--- config.mk ---
export PLATFORM = sky130hd
export DESIGN_NAME = pulse_scheduler_flat
export DESIGN_NICKNAME = d
export VERILOG_FILES = /design/src/rtl/pulse_scheduler_if.sv /design/src/rtl/pulse_scheduler.sv /design/src/flat_wrapper.sv
export SDC_FILE = /design/constraint.sdc
export NUM_CORES = 1
export LEC_CHECK = 0
export BUFFER_PORTS_ARGS = -buffer_cell sky130_fd_sc_hd__buf_2
export CORE_UTILIZATION = 55
export DETAILED_ROUTE_END_ITERATION = 16
export PLACE_DENSITY = 0.81
export REMOVE_ABC_BUFFERS = 1
export SLEW_MARGIN = 40
export SYNTH_ARGS = -nofsm -noshare
export SYNTH_HDL_FRONTEND = slang
export SYNTH_SLANG_ARGS = --single-unit
--- constraint.sdc ---
create_clock -name clock -period 2.1 [get_ports clock]
set_clock_uncertainty 0.1 [all_clocks]
set_input_delay 0.105 -clock clock [delete_from_list [all_inputs] [get_ports clock]]
set_output_delay 0.105 -clock clock [all_outputs]
set_load 0.05 [all_outputs]
--- src/rtl/pulse_scheduler_if.sv ---
// Request/pulse bundle between requesting blocks (master) and pulse_scheduler (slave).
interface pulse_scheduler_if #(
    parameter int N_REQ = 4,
    parameter int CNT_W = 8
);
    localparam int OW = $clog2(N_REQ);

    logic [N_REQ-1:0] req;
    logic [CNT_W-1:0] width;
    logic [CNT_W-1:0] gap;
    logic [N_REQ-1:0] grant;
    logic             signal;
    logic [OW-1:0]    owner;
    logic             busy;

    modport master (output req, width, gap, input grant, signal, owner, busy);
    modport slave  (input req, width, gap, output grant, signal, owner, busy);
endinterface

--- src/rtl/pulse_scheduler.sv ---
// Shared pulse generator: arbitrates N_REQ requesters, emits one width/gap pulse per grant.
// Define PULSE_SCHED_STRICT_PRIO_EN for fixed lowest-index priority instead of round-robin.
module pulse_scheduler #(
    parameter int N_REQ = 4,
    parameter int CNT_W = 8
) (
    input  logic              clock,
    input  logic              reset,
    pulse_scheduler_if.slave  bus
);
    localparam int OW = $clog2(N_REQ);

    typedef enum logic [1:0] {IDLE, PULSE, GAP} state_t;

    state_t           state, state_n;
    logic [CNT_W-1:0] cnt, cnt_n;
    logic [CNT_W-1:0] gap_q, gap_n;
    logic [OW-1:0]    owner_q, owner_n;
    logic [OW-1:0]    win;
    logic [N_REQ-1:0] grant_q, grant_n;
    logic             signal_q, signal_n;
    logic             busy_q, busy_n;

`ifdef PULSE_SCHED_STRICT_PRIO_EN
    always_comb begin
        win = '0;
        for (int i = N_REQ - 1; i >= 0; i--)
            if (bus.req[i]) win = OW'(i);
    end
`else
    // ptr is the index that currently has highest priority (last owner + 1).
    logic [OW-1:0]      ptr;
    logic [2*N_REQ-1:0] req2;
    logic [N_REQ-1:0]   rot;
    logic [OW:0]        sum;

    always_comb begin
        req2 = {bus.req, bus.req};
        rot  = N_REQ'(req2 >> ptr);
        win  = '0;
        sum  = '0;
        for (int i = N_REQ - 1; i >= 0; i--) begin
            if (rot[i]) begin
                sum = {1'b0, ptr} + (OW+1)'(i);
                win = (sum >= (OW+1)'(N_REQ)) ? OW'(sum - (OW+1)'(N_REQ)) : OW'(sum);
            end
        end
    end

    always_ff @(posedge clock) begin
        if (reset)
            ptr <= '0;
        else if (state == IDLE && |bus.req)
            ptr <= (win == OW'(N_REQ - 1)) ? '0 : win + OW'(1);
    end
`endif

    always_comb begin
        state_n  = state;
        cnt_n    = cnt;
        gap_n    = gap_q;
        owner_n  = owner_q;
        grant_n  = '0;
        signal_n = signal_q;
        busy_n   = busy_q;
        case (state)
            IDLE: begin
                signal_n = 1'b0;
                busy_n   = 1'b0;
                if (|bus.req) begin
                    state_n  = PULSE;
                    signal_n = 1'b1;
                    busy_n   = 1'b1;
                    grant_n  = N_REQ'(1) << win;
                    owner_n  = win;
                    cnt_n    = (bus.width == '0) ? '0 : bus.width - CNT_W'(1);
                    gap_n    = bus.gap;
                end
            end
            PULSE: begin
                if (cnt == '0) begin
                    signal_n = 1'b0;
                    if (gap_q != '0) begin
                        state_n = GAP;
                        cnt_n   = gap_q - CNT_W'(1);
                    end else begin
                        state_n = IDLE;
                        busy_n  = 1'b0;
                    end
                end else begin
                    cnt_n = cnt - CNT_W'(1);
                end
            end
            GAP: begin
                if (cnt == '0) begin
                    state_n = IDLE;
                    busy_n  = 1'b0;
                end else begin
                    cnt_n = cnt - CNT_W'(1);
                end
            end
            default: state_n = IDLE;
        endcase
    end

    always_ff @(posedge clock) begin
        if (reset) begin
            state    <= IDLE;
            cnt      <= '0;
            gap_q    <= '0;
            owner_q  <= '0;
            grant_q  <= '0;
            signal_q <= 1'b0;
            busy_q   <= 1'b0;
        end else begin
            state    <= state_n;
            cnt      <= cnt_n;
            gap_q    <= gap_n;
            owner_q  <= owner_n;
            grant_q  <= grant_n;
            signal_q <= signal_n;
            busy_q   <= busy_n;
        end
    end

    assign bus.grant  = grant_q;
    assign bus.signal = signal_q;
    assign bus.owner  = owner_q;
    assign bus.busy   = busy_q;
endmodule

--- src/flat_wrapper.sv ---
// flat-port wrapper written by rule: the top's interface ports become plain ports
module pulse_scheduler_flat 
#(
    parameter int N_REQ = 4,
    parameter int CNT_W = 8
)
  (clock, reset, bus_req, bus_width, bus_gap, bus_grant, bus_signal, bus_owner, bus_busy);
  pulse_scheduler_if #(.N_REQ(N_REQ), .CNT_W(CNT_W)) bus_i ();
  input  logic clock;
  input  logic reset;
  input wire logic [$bits(bus_i.req)-1:0] bus_req;
  input wire logic [$bits(bus_i.width)-1:0] bus_width;
  input wire logic [$bits(bus_i.gap)-1:0] bus_gap;
  output wire logic [$bits(bus_i.grant)-1:0] bus_grant;
  output wire logic [$bits(bus_i.signal)-1:0] bus_signal;
  output wire logic [$bits(bus_i.owner)-1:0] bus_owner;
  output wire logic [$bits(bus_i.busy)-1:0] bus_busy;
  assign bus_i.req = bus_req;
  assign bus_i.width = bus_width;
  assign bus_i.gap = bus_gap;
  assign bus_grant = bus_i.grant;
  assign bus_signal = bus_i.signal;
  assign bus_owner = bus_i.owner;
  assign bus_busy = bus_i.busy;
  pulse_scheduler #(.N_REQ(N_REQ), .CNT_W(CNT_W)) u_core (.clock(clock), .reset(reset), .bus(bus_i));
endmodule
* After elaboration in Yosys (flattened, before gate mapping)
Cells that the tools add are included.
Widths: inputs -> output; s select.
** Storage, ports and cells
- Bits in registers :: 28
- Input port bits :: 22
- Output and inout bits :: 8
- Word-level logic and storage cells :: 76
** Operators by class
- Add/subtract/negate cells :: 11
- Order comparisons :: 4
- Equality and inequality tests :: 9
- Shift-type cells :: 2
- Mux-type cells :: 26
- Bitwise operators :: 2
- Reductions and logical operators :: 14
** Operator list (count)
- $mux 8 :: 5
- $mux 2 :: 13
- $pmux 8 s3 :: 1
- $sub 8x1->8 const B :: 3
- $logic_not 8->1 :: 2
- $ge 3x3->1 const B :: 3
- $reduce_and 4->1 :: 2
- $reduce_bool 8->1 :: 1
- $shr 8x2->4 :: 1
- $sub 2x1->2 const B :: 4
- $add 2x2->3 const B :: 2
- $ne 2x2->1 const B :: 3
- $pmux 2 s3 :: 1
- $eq 2x2->1 const B :: 2
- $mux 1 :: 4
- $ne 2x1->1 const B :: 2
- $reduce_and 2->1 :: 2
- $reduce_or 4->1 :: 1
- $shl 1x2->4 const A :: 1
- $add 2x1->3 const B :: 1
- $ge 2x3->1 const B :: 1
- $ne 3x3->1 const B :: 1
- $pmux 1 s3 :: 1
- $reduce_and 3->1 :: 1
- 9 further kinds :: 10

* Longest topological paths before layout
Gate-level depths: netlist (run 1).
- Depth after elaboration :: 9
- Depth in mapped cells :: 8
- Depth with buffers taken out :: 7

* Least setup slack after synthesis (run 1)
OpenSTA, ideal clock, no wires.
- Path type :: reg2reg
- Start point :: register u_core.state[0]
- End point :: register u_core.cnt[6]
- Setup time :: 117 ps
- Arrival :: 1715 ps
- Data required time :: 1883 ps
- Slack :: 167 ps
- Cell stages (with the launch flop) :: 7
- Path buffers :: 0
- Clock period less this slack :: 1933 ps
- Cells stage by stage :: dfxtp_1 -> inv_1 -> ha_1 -> or4b_1 -> o21ai_2 -> o221ai_1 -> a32o_1
** Between the ends
- Cells in the longest elaborated chain, start to end :: 3
- Elaborated cells between the ends (all ways) :: 9
** Ends and longest elaborated chain
- start: declaration :: RTL line pulse_scheduler.sv:15 : state_t state, state_n;
- start signal: assignment :: RTL line pulse_scheduler.sv:116 : state <= state_n;
- $eq 2x1->1 (tied with other cells) :: RTL line pulse_scheduler.sv:66 : case (state)
- $ne 3x3->1 (no line) (tied with other cells)
- $reduce_and 4->1 (no line)
- end signal: assignment :: RTL line pulse_scheduler.sv:117 : cnt <= cnt_n;
- end: declaration :: RTL line pulse_scheduler.sv:16 : logic [CNT_W-1:0] cnt, cnt_n;
Several ways; a longest one is shown, not always the timed one.
A chain may end at the register's enable or synchronous reset.

* Worst setup path in the final report (run 1)
- Start point :: register u_core.state[0]
- End point :: register u_core.cnt[0]
The elaborated chain is that of the path after synthesis.

==> impl_metrics.yaml, run 1 <==
status:
  outcome: "completed"
worst_setup_path:
  slowest_delay_ns: 0.49
  cpMaxStageDelayCell: "or4b_1"
  worstPathArrival_ns: 2.12
  cp.required_ns: 2.20
  worstPathCellList: "inv_1 > ha_1 > or4b_1 > o21ai_2 > buf_4 > o22ai_1 > a21oi_1 > a211oi_1"
  worstPathMaxFanout: 4
  worstSetupStartpointType: "flop"
  rrSetupSlack_ns: 0.08
  end_kind: "flop"
  critPathKind: "reg2reg"
cells_and_area:
  num_antenna_cells: 0
  instances_no_fill: 311
  final_nets: 301
  area_growth_pct: 21.38
  fillerInstances: 256
  drive_gt1_share_pct: 20.22
  final_core_util_pct: 69.92
clock_network:
  cts_buffer_depth: 2
  clock_latency_ns: 0.33
  cts.sinks: 28
  cts.clk_slew.worst_paths_ns: 0.14
  htreeDepth: 1
  cts_tree: "done"
  cts_buffers: 3
  cts_root_buf: "clkbuf_4"
  post_cts_buffers: 0
die:
  coreArea_um2: 3028
  fp.dieArea_um2: 3401
  die_height_um: 58.32
  ios: 30
  die_x_um: 58.32
  initial_core_util_pct: 57.60
  num_rows: 20
timing:
  slew_viol_final: 0
  fin_crit_ns: 2.023
  worst_pin_slew_ns: 0.4749
  post-route-period-util_pct: 96.34
  relSlewSlack_pct: 68.20
  fmax_mhz: 494.3
  hold_violations: 0
  rsz0062_at_grt: "no"
  fin_setup_tns_ns: 0
  whs_ns: 0.05999
  setup_viol: 0
power:
  ir_worst_vdd_uv: 783.6
  switching_share_pct: 46.89
  pwr-share-comb_pct: 64.0
  internal_power_mw: 1.665
  power.switching_mw: 1.470
  clock_power_share_pct: 6.9
  powerDensity_nw_per_um2: 1481
  seqPwrFrac_pct: 29.1
  p_leak_nw: 0.8829
placement:
  portBuffers: 29
  place_inst: 300
  gp_congestion: 0.8580
  hpwl_um: 3052
logic_synthesis:
  synthArstFlopShare_pct: 0
  netlist.top_cell.by_area: "dfxtp_1"
  syn_area_um2: 1744
  ys.flop_type: "dfxtp_1"
  yosysSeqAreaShare_pct: 32.14
  synth_edf_count: 0
  synth_area_per_cell_um2: 7.892
  ys_types: 44
  netlist_top_cells_area: "dfxtp_1 (32%), a21oi_1 (8.6%), ha_1 (7.2%)"
  synthCells: 221
  ys_seq_elements: 28
  synth_top_area_share_pct: 32.14
  yosysWarnings: 0
hold_path:
  min_path_type: "in2reg"
detailed_routing:
  drtIter0Drc: 86
  final_antenna_net_count: 0
  drc_errors: 0
  drt_pre_antenna_iters: 4
  wl_um: 4009
  vias_per_cell: 5.556
  post_drt_wl_per_cell_um: 12.89
  dr_total_vias: 1728
global_routing:
  grt_pass1_wl_um: 6824
  grt_pass1_vias: 1582
  grt_remaining_overflow: 0
  grt_max_degree: 22
  grtUsageTotal_pct: 25.79
  antenna_found_initial: 0
job:
  max_cap_violations: 0
[worst max-delay path, delay by kind of cell (launching register included)]
family | cells | cell delay [ns]
and+or+nand+nor | 1 | 0.49
AOI/OAI and AO/OA | 4 | 0.47
DFF | 1 | 0.38
buffers and inverters | 2 | 0.21
adders and majority gates | 1 | 0.23
[metrics by stage]
step	cell area (µm²)	worst slack (ns)	power, mW
3_3_place_gp	2011	0.1317	2.832
5_1_grt	2117	0.004819	3.385
6_report	2117	0.07692	3.135
2_1_floorplan	1720	0.1679	2.336
3_5_place_dp	2011	0.07373	2.894
4_1_cts	2113	0.04851	3.122
[power by group through the flow]
stage	clock (mW)	sequential [mW]	combinational, mW
2_1_floorplan	0	1.06	1.27
3_3_place_gp	0	0.912	1.92
3_5_place_dp	0	0.921	1.97
4_1_cts	0.221	0.907	1.99
5_1_grt	0.251	0.938	2.20
6_report	0.216	0.912	2.01
[what timing repair did]
action / 4_1_cts / 5_1_grt
hold buffers: 8 / 0
resized for setup: 0 / 1
hold endpoints to repair: 8 / 0
setup endpoints to repair: 0 / 5
[cells in the mapped netlist, drive strengths merged, types with 3 or more instances]
cell and n:
a21oi 30, clkbuf 5, dfxtp 28, ha 10, inv 15, nand2 32, nand2b 4, nand3 4
nor2 16, nor3 5, nor3b 6, nor4 4, o21ai 10, o22ai 5, or3 3, xnor2 11
xor2 3
[placed cells by master, fill, tap and decap left out, drive strengths merged, types with 3 or more instances in the layout]
master	count
or3	3
dfxtp	28
a21oi	30
xor2	3
o21ai	10
xnor2	11
ha	10
nor3b	6
buf	41
nand3	4
nand2	32
inv	15
nand2b	4
nor4	4
nor3	5
clkbuf	3
dlygate4sd3	8
o22ai	5
nor2	16
[layer usage]
| metal | vias to the layer above | global-route usage, % | share of wire (%) |
|---|---|---|---|
| met5 | - | 0 | 0 |
| met4 | 0 | 10.20 | 1.8 |
| met3 | 11 | 4.396 | 5.6 |
| met2 | 56 | 44.01 | 48 |
| met1 | 778 | 32.50 | 45 |
| li1 | 883 | - | - |
[registers in the layout (all words and copies together) (netlist names)]
signal             flops
u_core.state           2
u_core.bus.grant       4
u_core.bus.owner       2
u_core.gap_q           8
u_core.bus.busy        1
u_core.cnt             8
u_core.bus.signal      1
u_core.ptr             2
[final cells by class]
type | count | area [µm²] | area share [%]
clock buffers | 3 | 22.52 | 1.064
inverters | 15 | 56.30 | 2.660
multi-input cells | 172 | 1106 | 52.25
flip-flops and latches | 28 | 561.8 | 26.54
well taps | 44 | 55.05 | 2.600
repair buffers | 49 | 315.3 | 14.89
[worst paths after layout]
| kind | start | endpoint | depth (start not counted) |
|---|---|---|---|
| max | u_core.state[0] | u_core.cnt[0] | 8 |
| min reg2reg | u_core.bus.owner[0] | u_core.bus.owner[0] | 2 |
| min | bus_width[0] | u_core.cnt[0] | 4 |
| max reg2reg | u_core.state[0] | u_core.cnt[0] | 8 |
[cells by family after synthesis]
logic type / Yosys count / share of synthesized area [%]
multiplexers: 1 / 0.6456
XOR/XNOR: 14 / 7.030
AND/OR/NAND/NOR: 82 / 24.82
adder cells (fa/ha/maj): 10 / 7.174
flip-flops: 28 / 32.14
AO/OA/AOI/OAI: 65 / 23.60
buffers and inverters: 21 / 4.591
Note: power is estimated with default switching activity, not from simulation.
==> run 2: changes to the inputs <==
--- a/config.mk
+++ b/config.mk
@@ -6,9 +6,10 @@
 export NUM_CORES = 1
 export LEC_CHECK = 0
 export BUFFER_PORTS_ARGS = -buffer_cell sky130_fd_sc_hd__buf_2
+export CORE_MARGIN = 4
 export CORE_UTILIZATION = 55
 export DETAILED_ROUTE_END_ITERATION = 16
-export PLACE_DENSITY = 0.81
+export PLACE_DENSITY = 0.78
 export REMOVE_ABC_BUFFERS = 1
 export SLEW_MARGIN = 40
 export SYNTH_ARGS = -nofsm -noshare
==> run 2 against run 1 <==
Highest routed layer unchanged. Fmax up 2.5%. Clock-buffer cell count grew 1. Via count shrank 3.3%. First-iteration DRC count down 17%. Sequential cell count unchanged. Wire length fell by 5.3%. Cell count did not move. Register-to-register slack improved by 0.05 ns.
==> impl_metrics.yaml, run 2 (synthesized netlist as in run 1, its figures left out) <==
status:
  outcome: "completed"
timing:
  post-route-period-util_pct: 93.99
  slew_viol_final: 0
  hold_violations: 0
  worst_pin_slew_ns: 0.7393
  fin_setup_tns_ns: 0
  whs_ns: 0.04136
  fmax_mhz: 506.6
  fin_crit_ns: 1.974
  rsz0062_at_grt: "no"
  relSlewSlack_pct: 50.61
  setup_viol: 0
  setup_ws_ns: 0.1262
global_routing:
  grt_pass1_vias: 1524
  grt_max_degree: 22
  grt_pass1_wl_um: 6734
  grtUsageTotal_pct: 19.85
  grt_remaining_overflow: 0
  antenna_found_initial: 0
placement:
  portBuffers: 29
  pre_cts_ws_ns: -0.01477
  gp_congestion: 0.8469
  hpwl_um: 2920
worst_setup_path:
  worstSetupStartpointType: "flop"
  end_kind: "flop"
  critPathKind: "reg2reg"
  worstPathMaxFanout: 8
  cp.required_ns: 2.21
  worstPathArrival_ns: 2.09
die:
  num_rows: 20
  ios: 30
  initial_core_util_pct: 57.13
  die_x_um: 64.32
  coreArea_um2: 3053
  die_height_um: 64.32
  fp.dieArea_um2: 4136
detailed_routing:
  final_antenna_net_count: 0
  wl_um: 3796
  drc_errors: 0
  drt_pre_antenna_iters: 5
  vias_per_cell: 5.373
  dr_total_vias: 1671
  drtIter0Drc: 71
  post_drt_wl_per_cell_um: 12.21
clock_network:
  cts_buffers: 3
  htreeDepth: 1
  cts_root_buf: "clkbuf_4"
  cts_buffer_depth: 2
  cts.sinks: 28
  cts_tree: "done"
  cts.clk_slew.worst_paths_ns: 0.15
  clock_latency_ns: 0.33
hold_path:
  min_path_type: "in2reg"
cells_and_area:
  num_antenna_cells: 0
  final_cell_mix: "nand2_1 (32), a21oi_1 (30), buf_2 (29)"
  area_growth_pct: 22.24
  drive_gt1_share_pct: 20.22
  final_nets: 300
  fillerInstances: 275
  final_common_cell: "nand2_1"
power:
  powerDensity_nw_per_um2: 1471
  p_leak_nw: 0.8879
  ir_worst_vdd_uv: 1008
  total_power_mw: 3.137
job:
  max_cap_violations: 0
-- run 2: changes by cell type in the layout (fill, tap and decap cells not counted), sizes merged --
cell,previous run,this run
buf,41,40
clkbuf,3,4
-- run 2: power breakdown --
group          total [mW]  switching [mW]  leakage [nW]  internal, mW
clock network       0.263           0.157        0.0210         0.106
logic                1.97            1.10         0.635         0.866
registers           0.904           0.183         0.232         0.721
total                3.14            1.44         0.888          1.69
-- run 2: stage by stage --
step	std cells	util, %	instance area [µm²]
2_1_floorplan	215	-	1720
3_3_place_gp	298	65.37	1996
3_5_place_dp	298	65.37	1996
4_1_cts	310	69.47	2121
5_1_grt	311	69.84	2132
6_report	311	69.84	2132
-- run 2: layout make-up --
| class | count | area [µm²] | area share, % |
|---|---|---|---|
| Inverter | 15 | 56.30 | 2.641 |
| Clock buffer | 4 | 36.28 | 1.702 |
| Tap cell | 44 | 55.05 | 2.582 |
| Sequential cell | 28 | 561.8 | 26.35 |
| Timing Repair Buffer | 48 | 307.8 | 14.44 |
| Multi-Input combinational cell | 172 | 1115 | 52.29 |
-- run 2: worst paths after layout --
check	cells after the start	slack, ns	from	to
hold reg to reg	2	0.36	u_core.bus.owner[1]	u_core.bus.owner[1]
hold / removal	4	0.04	bus_width[0]	u_core.cnt[0]
setup reg to reg	7	0.13	u_core.state[0]	u_core.cnt[4]
setup / recovery	7	0.13	u_core.state[0]	u_core.cnt[4]
-- run 2: worst max-delay path: stages (launching register included) --
cell and delay, ns:
dfxtp_2 0.36, inv_1 0.05, ha_1 0.22, or4b_4 0.50, o21ai_4 0.25, o22ai_1 0.13
a21oi_1 0.16, a21oi_1 0.08
-- run 2: repair_timing --
action                                  4_1_cts  5_1_grt
cloned                                        0        0
pin swaps                                     1        2
endpoints found under the hold margin         8        0
endpoints found under the setup margin        5        7
gates resized for setup                       2        1
setup buffers                                 0        1
hold buffers                                  8        0
-- run 2: metal layers --
layer	wire length, µm	track usage, %	vias to the layer above
li1	-	-	889
met1	1893	26.99	751
met2	1769	32.73	29
met3	114	4.218	2
met4	19	3.166	0
met5	0	0	-
==> run 3: changes to the inputs <==
--- a/config.mk
+++ b/config.mk
@@ -11,6 +11,7 @@
 export DETAILED_ROUTE_END_ITERATION = 16
 export PLACE_DENSITY = 0.78
 export REMOVE_ABC_BUFFERS = 1
+export SETUP_SLACK_MARGIN = 0.4
 export SLEW_MARGIN = 40
 export SYNTH_ARGS = -nofsm -noshare
 export SYNTH_HDL_FRONTEND = slang
==> run 3 against run 2 <==
Via count rose by 4.2%. Register-to-register slack better by 0.08 ns. Wire length grew 14%. Utilization rose by 7.0 points. First-iteration DRC count is 39% higher. Worst hold slack gained 0.0021 ns. Sequential share of layout area decreased by 1.8 points. Worst setup slack improved by 0.082 ns. Clock-buffer cell count unchanged. Final area rose by 10%. Clock power is 4% higher. Critical path depth increased by 1. Critical endpoint is now u_core.cnt[0]. Highest routed layer unchanged.
==> impl_metrics.yaml, run 3 (synthesized netlist as in run 1, its figures left out) <==
global_routing:
  grt_pass1_wl_um: 6982
  antenna_found_initial: 0
  grtUsageTotal_pct: 20.65
  grt_remaining_overflow: 0
  grt_max_degree: 22
  grt_pass1_vias: 1564
die:
  coreArea_um2: 3053
  die_height_um: 64.32
  fp.dieArea_um2: 4136
  initial_core_util_pct: 57.13
  ios: 30
  num_rows: 20
  die_x_um: 64.32
detailed_routing:
  vias_per_cell: 5.513
  route.met2.wl_um: 2131
  final_antenna_net_count: 0
  dr.max_layer_used: "met4"
  drc_errors: 0
  met1_length_um: 2024
  post_drt_wl_per_cell_um: 13.74
  drtIter0Drc: 99
  dr_total_vias: 1742
  drt_pre_antenna_iters: 4
  wl_um: 4341
  dr_wl_met3_um: 166
timing:
  slew_viol_final: 0
  fmax_mhz: 528.7
  setup_viol: 0
  relSlewSlack_pct: 73.70
  fin_crit_ns: 1.892
  post-route-period-util_pct: 90.08
  worst_pin_slew_ns: 0.3946
  hold_violations: 0
  whs_ns: 0.04342
  rsz0062_at_grt: "yes"
placement:
  portBuffers: 29
  gp_congestion: 0.8469
  hpwl_um: 2920
cells_and_area:
  fillerInstances: 231
  final_common_cell: "nand2_1"
  drive_gt1_share_pct: 33.82
  final_nets: 305
  area_growth_pct: 34.58
  num_antenna_cells: 0
  final_cell_mix: "nand2_1 (31), buf_2 (29), a21oi_1 (26)"
clock_network:
  cts_tree: "done"
  cts_buffer_depth: 2
  htreeDepth: 1
  cts.sinks: 28
  clock_latency_ns: 0.34
  cts.clk_slew.worst_paths_ns: 0.16
  cts_buffers: 3
  cts_root_buf: "clkbuf_4"
worst_setup_path:
  cp.required_ns: 2.22
  worstPathArrival_ns: 2.01
  worstSetupStartpointType: "flop"
  worstPathMaxFanout: 8
  end_kind: "flop"
  critPathKind: "reg2reg"
hold_path:
  min_path_type: "in2reg"
status:
  outcome: "completed"
power:
  ir_worst_vdd_uv: 1165
  total_power_mw: 3.656
  powerDensity_nw_per_um2: 1558
  p_leak_nw: 0.9508
job:
  max_cap_violations: 0
[run 3: cell types whose count changed in the layout (fill, tap and decap cells not counted), moves of 4 or more]
cell,delta
dfxtp_1,-8
dfxtp_2,+6
o22ai_1,-5
o22ai_2,+5
a21oi_1,-4
a21oi_2,+4
[run 3: layout make-up]
class | instances | area [µm²] | area share, %
Timing Repair Buffer | 52 | 357.8 | 15.25
Sequential cell | 28 | 576.8 | 24.57
Inverter | 15 | 56.30 | 2.399
Clock buffer | 4 | 36.28 | 1.546
Tap cell | 44 | 55.05 | 2.345
Multi-Input combinational cell | 173 | 1265 | 53.89
[run 3: repair_timing]
action	in CTS	in global routing
gates resized for setup	19	29
buffers inserted	3	2
pin swaps	15	20
setup endpoints to repair	24	26
cloned	0	1
endpoints found under the hold margin	8	0
hold buffers	8	0
[run 3: layer usage]
layer	GRT usage (%)	vias up
met3	4.218	2
met5	0	-
met2	34.41	33
met4	3.166	0
li1	-	892
met1	27.96	815
[run 3: critical path: stages, from the launching register on]
cell      delay (ns)
dfxtp_2         0.37
inv_2           0.05
ha_4            0.15
or4b_4          0.49
o21ai_4         0.15
buf_12          0.14
o22ai_2         0.07
a21oi_1         0.16
a211oi_1        0.09
[run 3: report_power, final]
| part | switching [mW] | internal (mW) | leakage, nW |
|---|---|---|---|
| Combinational | 1.29 | 1.13 | 0.695 |
| Sequential | 0.222 | 0.742 | 0.235 |
| Clock | 0.168 | 0.106 | 0.0210 |
[run 3: worst paths after layout]
path / to / startpoint / depth (start not counted) / slack [ns]
worst max-delay path: u_core.cnt[0] / u_core.state[0] / 8 / 0.21
worst min-delay path: u_core.bus.grant[0] / bus_req[3] / 4 / 0.04
worst max register to register: u_core.cnt[0] / u_core.state[0] / 8 / 0.21
worst min register to register: u_core.bus.owner[0] / u_core.bus.owner[0] / 2 / 0.36
[run 3: stage by stage]
| stage | utilization [%] | std cells | setup WS, ns | area [µm²] | setup TNS [ns] |
|---|---|---|---|---|---|
| 2_1_floorplan | - | 215 | 0.1679 | 1720 | 0 |
| 3_3_place_gp | 65.37 | 298 | 0.06002 | 1996 | 0 |
| 3_5_place_dp | 65.37 | 298 | -0.01477 | 1996 | -0.01477 |
| 4_1_cts | 72.38 | 313 | 0.1740 | 2210 | 0 |
| 5_1_grt | 76.89 | 316 | 0.1529 | 2347 | 0 |
| 6_report | 76.89 | 316 | 0.2084 | 2347 | 0 |
